File: config.mk
export PLATFORM = sky130hd
export DESIGN_NAME = bit_seq_detector
export DESIGN_NICKNAME = d
export VERILOG_FILES = /design/src/rtl/bit_seq_detector.sv
export SDC_FILE = /design/constraint.sdc
export NUM_CORES = 1
export LEC_CHECK = 0
export ABC_CLOCK_PERIOD_IN_PS = 2200
export BUFFER_PORTS_ARGS = -buffer_cell sky130_fd_sc_hd__buf_2
export CAP_MARGIN = 20
export CELL_PAD_IN_SITES_DETAIL_PLACEMENT = 1
export CELL_PAD_IN_SITES_GLOBAL_PLACEMENT = 1
export CORE_MARGIN = 5
export CORE_UTILIZATION = 38
export CTS_CLUSTER_SIZE = 25
export DETAILED_ROUTE_END_ITERATION = 6
export PLACE_DENSITY_LB_ADDON = 0.15
export SYNTH_ARGS = -nofsm -noshare
export SYNTH_HDL_FRONTEND = slang
export SYNTH_SLANG_ARGS = --single-unit
File: constraint.sdc
create_clock -name clk -period 2.2 [get_ports clk]
set_input_delay 0.44 -clock clk [delete_from_list [all_inputs] [get_ports clk]]
set_output_delay 0.44 -clock clk [all_outputs]
set_load 0.01 [all_outputs]
File: src/rtl/bit_seq_detector.sv
// -----------------------------------------------------------------------------
// bit_seq_detector
//
// Purpose:
//   This block sits downstream of a 1-bit enabled flop stage. It takes the
//   registered serial bit and the enable that qualifies it. It keeps a history
//   of the last PAT_WIDTH accepted bits and raises a one-cycle match pulse each
//   time that history equals PATTERN. Matches are counted in a saturating
//   counter that can be read as status.
//
// Parameters:
//   PAT_WIDTH  pattern length in bits (2..16)
//   PATTERN    target pattern; MSB is the oldest accepted bit
//   CNT_WIDTH  width of the saturating match counter
//
// Ports:
//   clk        in   1          system clock, rising edge
//   reset      in   1          synchronous, active-high reset
//   d_in       in   1          serial data bit (q of the upstream flop)
//   en         in   1          bit-valid qualifier; bit accepted on clk with en=1
//   cnt_clr    in   1          synchronous clear of match_cnt only
//   hist       out  PAT_WIDTH  last PAT_WIDTH accepted bits, newest in bit 0
//   fill_full  out  1          at least PAT_WIDTH bits accepted since the
//                              history was last emptied
//   match      out  1          one-cycle pulse, pattern detected
//   match_cnt  out  CNT_WIDTH  number of matches, saturating
//
// Optional build macro:
//   SEQ_NONOVERLAP_EN  When defined, detection is non-overlapping. The edge
//                      that sets match also empties the history and the fill
//                      count, so a new match needs PAT_WIDTH fresh bits. When
//                      undefined, detection overlaps and the fill count only
//                      returns to zero on reset.
// -----------------------------------------------------------------------------
module bit_seq_detector #(
  parameter int unsigned          PAT_WIDTH = 4,
  parameter logic [PAT_WIDTH-1:0] PATTERN   = 4'b1011,
  parameter int unsigned          CNT_WIDTH = 8
) (
  input  logic                 clk,
  input  logic                 reset,
  input  logic                 d_in,
  input  logic                 en,
  input  logic                 cnt_clr,
  output logic [PAT_WIDTH-1:0] hist,
  output logic                 fill_full,
  output logic                 match,
  output logic [CNT_WIDTH-1:0] match_cnt
);

  // The fill counter has to hold every value from 0 through PAT_WIDTH.
  localparam int unsigned          FILL_W   = $clog2(PAT_WIDTH + 1);
  localparam logic [FILL_W-1:0]    FILL_MAX = FILL_W'(PAT_WIDTH);
  localparam logic [CNT_WIDTH-1:0] CNT_MAX  = '1;

  // FILLING: fewer than PAT_WIDTH bits are held, so the history is not yet
  //          trustworthy and cannot produce a match.
  // RUN:     the history is full and every accepted bit is a candidate match.
  typedef enum logic {
    FILLING = 1'b0,
    RUN     = 1'b1
  } state_t;

  state_t                 state_reg, state_next;
  logic [FILL_W-1:0]      fill_reg, fill_next;
  logic [PAT_WIDTH-1:0]   hist_reg, hist_next;
  logic [PAT_WIDTH-1:0]   hist_shift;
  logic                   fill_full_reg, fill_full_next;
  logic                   match_reg, match_next;
  logic [CNT_WIDTH-1:0]   cnt_reg, cnt_next;
  logic                   hit;

  // ---------------------------------------------------------------------------
  // History shift: bit 0 takes the new bit and every older bit moves up one
  // place. The oldest bit (MSB) is discarded.
  // ---------------------------------------------------------------------------
  assign hist_shift[0] = d_in;

  generate
    for (genvar gi = 1; gi < PAT_WIDTH; gi++) begin : g_shift
      assign hist_shift[gi] = hist_reg[gi-1];
    end
  endgenerate

  // ---------------------------------------------------------------------------
  // State register
  // ---------------------------------------------------------------------------
  always_ff @(posedge clk) begin
    if (reset) begin
      state_reg     <= FILLING;
      fill_reg      <= '0;
      hist_reg      <= '0;
      fill_full_reg <= 1'b0;
      match_reg     <= 1'b0;
      cnt_reg       <= '0;
    end else begin
      state_reg     <= state_next;
      fill_reg      <= fill_next;
      hist_reg      <= hist_next;
      fill_full_reg <= fill_full_next;
      match_reg     <= match_next;
      cnt_reg       <= cnt_next;
    end
  end

  // ---------------------------------------------------------------------------
  // Next-state logic
  // ---------------------------------------------------------------------------
  always_comb begin
    state_next = state_reg;
    fill_next  = fill_reg;
    hist_next  = hist_reg;
    hit        = 1'b0;
    cnt_next   = cnt_reg;

    if (en) begin
      hist_next = hist_shift;

      case (state_reg)
        FILLING: begin
          fill_next = fill_reg + 1'b1;
          if (fill_next == FILL_MAX) begin
            state_next = RUN;
          end
        end
        RUN: begin
          // The count saturates once the history is full.
          fill_next = FILL_MAX;
        end
        default: begin
          state_next = FILLING;
          fill_next  = '0;
        end
      endcase

      // The match is decided on the bit being accepted now, not on the
      // registered history. This lets the pulse appear in the cycle right
      // after the final pattern bit. Gating on the fill count stops a stale
      // all-zero history from matching patterns such as 0001 right after
      // reset.
      hit = (fill_next == FILL_MAX) && (hist_next == PATTERN);
    end

`ifdef SEQ_NONOVERLAP_EN
    // Non-overlapping mode: a match uses up the bits that formed it.
    if (hit) begin
      hist_next  = '0;
      fill_next  = '0;
      state_next = FILLING;
    end
`endif

    match_next     = hit;
    fill_full_next = (fill_next == FILL_MAX);

    // A clear takes priority over an increment on the same edge. Without a
    // clear, the count stops at all-ones and does not wrap.
    if (cnt_clr) begin
      cnt_next = '0;
    end else if (hit && (cnt_reg != CNT_MAX)) begin
      cnt_next = cnt_reg + 1'b1;
    end
  end

  // ---------------------------------------------------------------------------
  // Outputs: all come straight from registers
  // ---------------------------------------------------------------------------
  assign hist      = hist_reg;
  assign fill_full = fill_full_reg;
  assign match     = match_reg;
  assign match_cnt = cnt_reg;

endmodule

Word-level counts from Yosys, hierarchy flattened
Index checks and enable logic that the tools add are counted.
Widths: inputs -> output; s select.
{ "op_classes": {"bitwise_logic": 1, "n_mux": 6, "reduce_logical": 3, "addsub": 2, "eq_ne": 5} }
{ "ops": {"columns": ["operator", "n"], "rows": [
  ["$eq 3x3->1 const B", 3],
  ["$add 8x1->8 const B", 1],
  ["$ne 8x8->1 const B", 1],
  ["$mux 3", 2],
  ["$pmux 3 s2", 1],
  ["$eq 4x4->1 const B", 1],
  ["$add 3x1->3 const B", 1],
  ["$mux 1", 3],
  ["$logic_and 1x1->1", 2],
  ["$reduce_or 2->1", 1],
  ["$not 1->1", 1]
]} }
{ "totals": {"regBits": 18, "word_cells": 23, "in_bits": 5, "output_inout_bits": 14} }

Depth between registers and ports, before layout
{ "depth": {"ltp_word": 7, "ltp_mapped": 6} }

Worst setup path before layout
OpenSTA, ideal clock, no wires.
{ "synth_timing": {"path_type": "reg2reg", "startpoint": "register fill_reg[0]", "endpoint": "register cnt_reg[6] (netlist: match_cnt[6])", "path_buffers": 0, "synth_period_minus_slack_ns": 1.853, "setup_slack_ns": 0.347, "arrival_ns": 1.731, "required_time_ns": 2.078, "stages_incl_launch_ff": 6, "cell_sequence": "dfxtp_1 ha_1 and2b_1 nor2_1 or4_1 o311a_1"} }
{ "synth_between": {"elab_chain_cells": 7} }
{ "synth_lines": {"columns": ["item", "line_no", "source"], "rows": [
  ["from (decl)", "65", "logic [FILL_W-1:0] fill_reg, fill_next;"],
  ["from (signal assigned)", "98", "fill_reg <= fill_next;"],
  ["$add 3x1->3", "121", "fill_next = fill_reg + 1'b1;"],
  ["$pmux 3 s2", "119", "case (state_reg)"],
  ["$mux 3", "116", "if (en) begin"],
  ["$eq 3x3->1", "141", "hit = (fill_next == FILL_MAX) && (hist_next == PATTERN);"],
  ["$logic_and 1x1->1", "141", null],
  ["$mux 1", "116", null],
  ["$logic_and 1x1->1", "160", "end else if (hit && (cnt_reg != CNT_MAX)) begin"],
  ["to (signal assigned)", "102", "cnt_reg <= cnt_next;"],
  ["to (decl)", "70", "logic [CNT_WIDTH-1:0] cnt_reg, cnt_next;"]
]} }
No other way between the ends. The select of a mux whose other input is x is not followed.
A chain may end at the register's enable or synchronous reset.

Final worst setup path
Ends and elaborated chain as after synthesis.

==> out/qor.yml <==
yosys_register_bits: 18
synthXorXnorAreaFrac: 0.0105
area_growth_pct: 19.8
ant_nets: 0
met2_usage: 0.215
yosys.area_share.simple: 0.253
grt-busiest-layer: "met2"
io_buffer_count: 18
rsz0062_at_grt: "false"
synthAdderAreaFrac: 0.0449
power_mw: 0.598
synth.distinct_cells: 31
powerDensity_nw_per_um2: 597
clkSinkCount: 18
worst_r2r_endpoint: "match_cnt[6]"
via_per_inst: 5.47
vias: 760
multi_input_area_um2: 460
drt_iter0_drc: 10
largest_reg_flops: 8
synth_top_family_by_area: "simple AND/OR/NAND/NOR gates"
r2r_slack_ps: 210
gr-total-overflow: 0
die-area_um2: 3240
synth_edf_count: 0
yosysWarnings: 0
die_h_um: 56.9
cts_buffers: 3
n_fill_cell: 262
peakVddDrop_v: 0.000426
antennaDiodeCount: 0
cts_root_buffer: "clkbuf_4"
seqCellArea_um2: 360
whs_path_depth: 3
core_um2: 2150
grt_pass1_wl_um: 3400
setup_viol: 0
min_to: "hist[0]"
grt_use_met3: 0.0483
synthMuxAreaShare: 0.108
run_status: "finished, final reports clean"
drive_gt1_frac: 0.216
cp.arrival_ps: 2180
h-tree-depth: 1
path_max_fanout: 9
drtPass1Iterations: 4
fin_cells: 139
slew_viol_final: 0
grt_util_met1: 0.169
fin_tns_setup_ps: 0
initial_core_util: 0.389
cts_setup_buffers: 0
min_path_type: "in -> reg"
grt_max_degree: 15
period_minus_slack_ps: 1990
seq_area_frac_synth: 0.431
path_clk_slew_ps: 110
die_w_um: 56.9
ctsResizeCount: 0
cts_tree: "yes"
required_ps: 2400
ff2ff_path_depth: 5
synth_cells: 90
drc: 0
gp_congestion: 0.742
relSlewSlack: 0.622
wl_per_cell_um: 14.1
worstHoldStart: "d_in"
netlist_area_um2: 836
syn-num-nets: 98
clockBufferDepth: 2
path_class: "reg -> reg"
place_hpwl_um: 1520
synth_async_sr_flop_share: 0
synth-compound-area-share: 0.135
clk_latency_ps: 290
power.leakage_nw: 0.409
skew_ps: 2.30
startpoint_type: "flip-flop"
wirelength_um: 1960
grt_pass1_vias: 749
dp_cells: 135
avgSynthCellArea_um2: 9.29
fmax_ghz: 0.504
ctsHoldBuffers: 0
fp-row-count: 17
critical_path.endpoint_type: "flip-flop"
r2r-start: "fill_reg[0]"
ioPinCount: 19
antenna_found_initial: 0
layout.nets: 120
track_usage: 0.132
worst_pin_slew_ps: 566
yosys_most_used_dff: "dfxtp_1"
maxCapViolations: 0
finalHoldViolations: 0
min_period_over_period: 0.902
[final cells by class]
type / count / area share
Multi-Input combinational cell: 68 / 0.460
Sequential cell: 18 / 0.360
Timing Repair Buffer: 20 / 0.105
Clock buffer: 4 / 0.0363
Tap cell: 28 / 0.0350
Inverter: 1 / 0.00375
[worst max-delay path by stage]
stage                      from           end  slack [ps]
CTS                 fill_reg[0]  match_cnt[6]         200
finish              fill_reg[0]  match_cnt[6]         210
floorplan           fill_reg[0]  match_cnt[6]         350
global placement    fill_reg[0]  match_cnt[6]         280
detailed placement  fill_reg[0]  match_cnt[6]         220
global route        fill_reg[0]  match_cnt[6]          80
[critical path, stage by stage, from the launching register on]
cell and delay (ps):
dfxtp_1 420, ha_1 270, and2b_1 230, nor2_1 130
or4_1 550, o311a_1 290
[Yosys cell counts, types with 2 or more instances]
library cell	instances	area [um^2]
or4_1	3	22.5
dfxtp_1	18	360
a21oi_1	2	10.0
or3_1	5	31.3
ha_1	3	37.5
o41ai_1	2	17.5
nor3_1	2	10.0
mux2i_1	9	90.1
nor4_1	3	18.8
a21boi_0	2	15.0
o31ai_1	2	15.0
nand2_1	7	26.3
clkbuf_1	2	7.51
nor2_1	11	41.3
nand3_1	3	15.0
[metal layers]
| layer | vias to the layer above | share of wire |
|---|---|---|
| met2 | 12 | 0.48 |
| met3 | 2 | 0.036 |
| met4 | 0 | 0.0061 |
| met5 | - | 0 |
| li1 | 385 | - |
| met1 | 361 | 0.47 |
[cell usage in the layout (no fill, tap or decap), drive strengths merged, types with 3 or more instances in the layout]
master  instances
dfxtp          18
ha              3
or3             5
clkbuf          4
or4             3
nor4            3
nor2           11
nand2           7
mux2i           9
buf            20
nand3           3
a21boi          3
[where the power goes]
group	total [mW]	switching, mW	internal, mW	leakage [nW]
Sequential	0.340	0.00650	0.333	0.146
Combinational	0.0499	0.0292	0.0207	0.242
Clock	0.208	0.108	0.101	0.0210
[cell families (layout without fill, tap and decap cells)]
logic type,Yosys count,after routing
AND/OR/NAND/NOR,40,40
flip-flops,18,18
AO/OA/AOI/OAI,15,15
multiplexers,9,9
buffers and inverters,4,25
adder cells (fa/ha/maj),3,3
XOR/XNOR,1,1
[metrics by stage]
step / util / setup slack [ps] / area, um^2 / hold WS, ps
3_5_place_dp: 0.449 / 216 / 965 / 487
6_report: 0.466 / 215 / 1000 / 394
3_3_place_gp: 0.449 / 281 / 965 / 471
2_1_floorplan: - / 347 / 836 / 475
5_1_grt: 0.466 / 77.7 / 1000 / 401
4_1_cts: 0.466 / 204 / 1000 / 384
No activity file was read; power rests on OpenSTA's default activity.
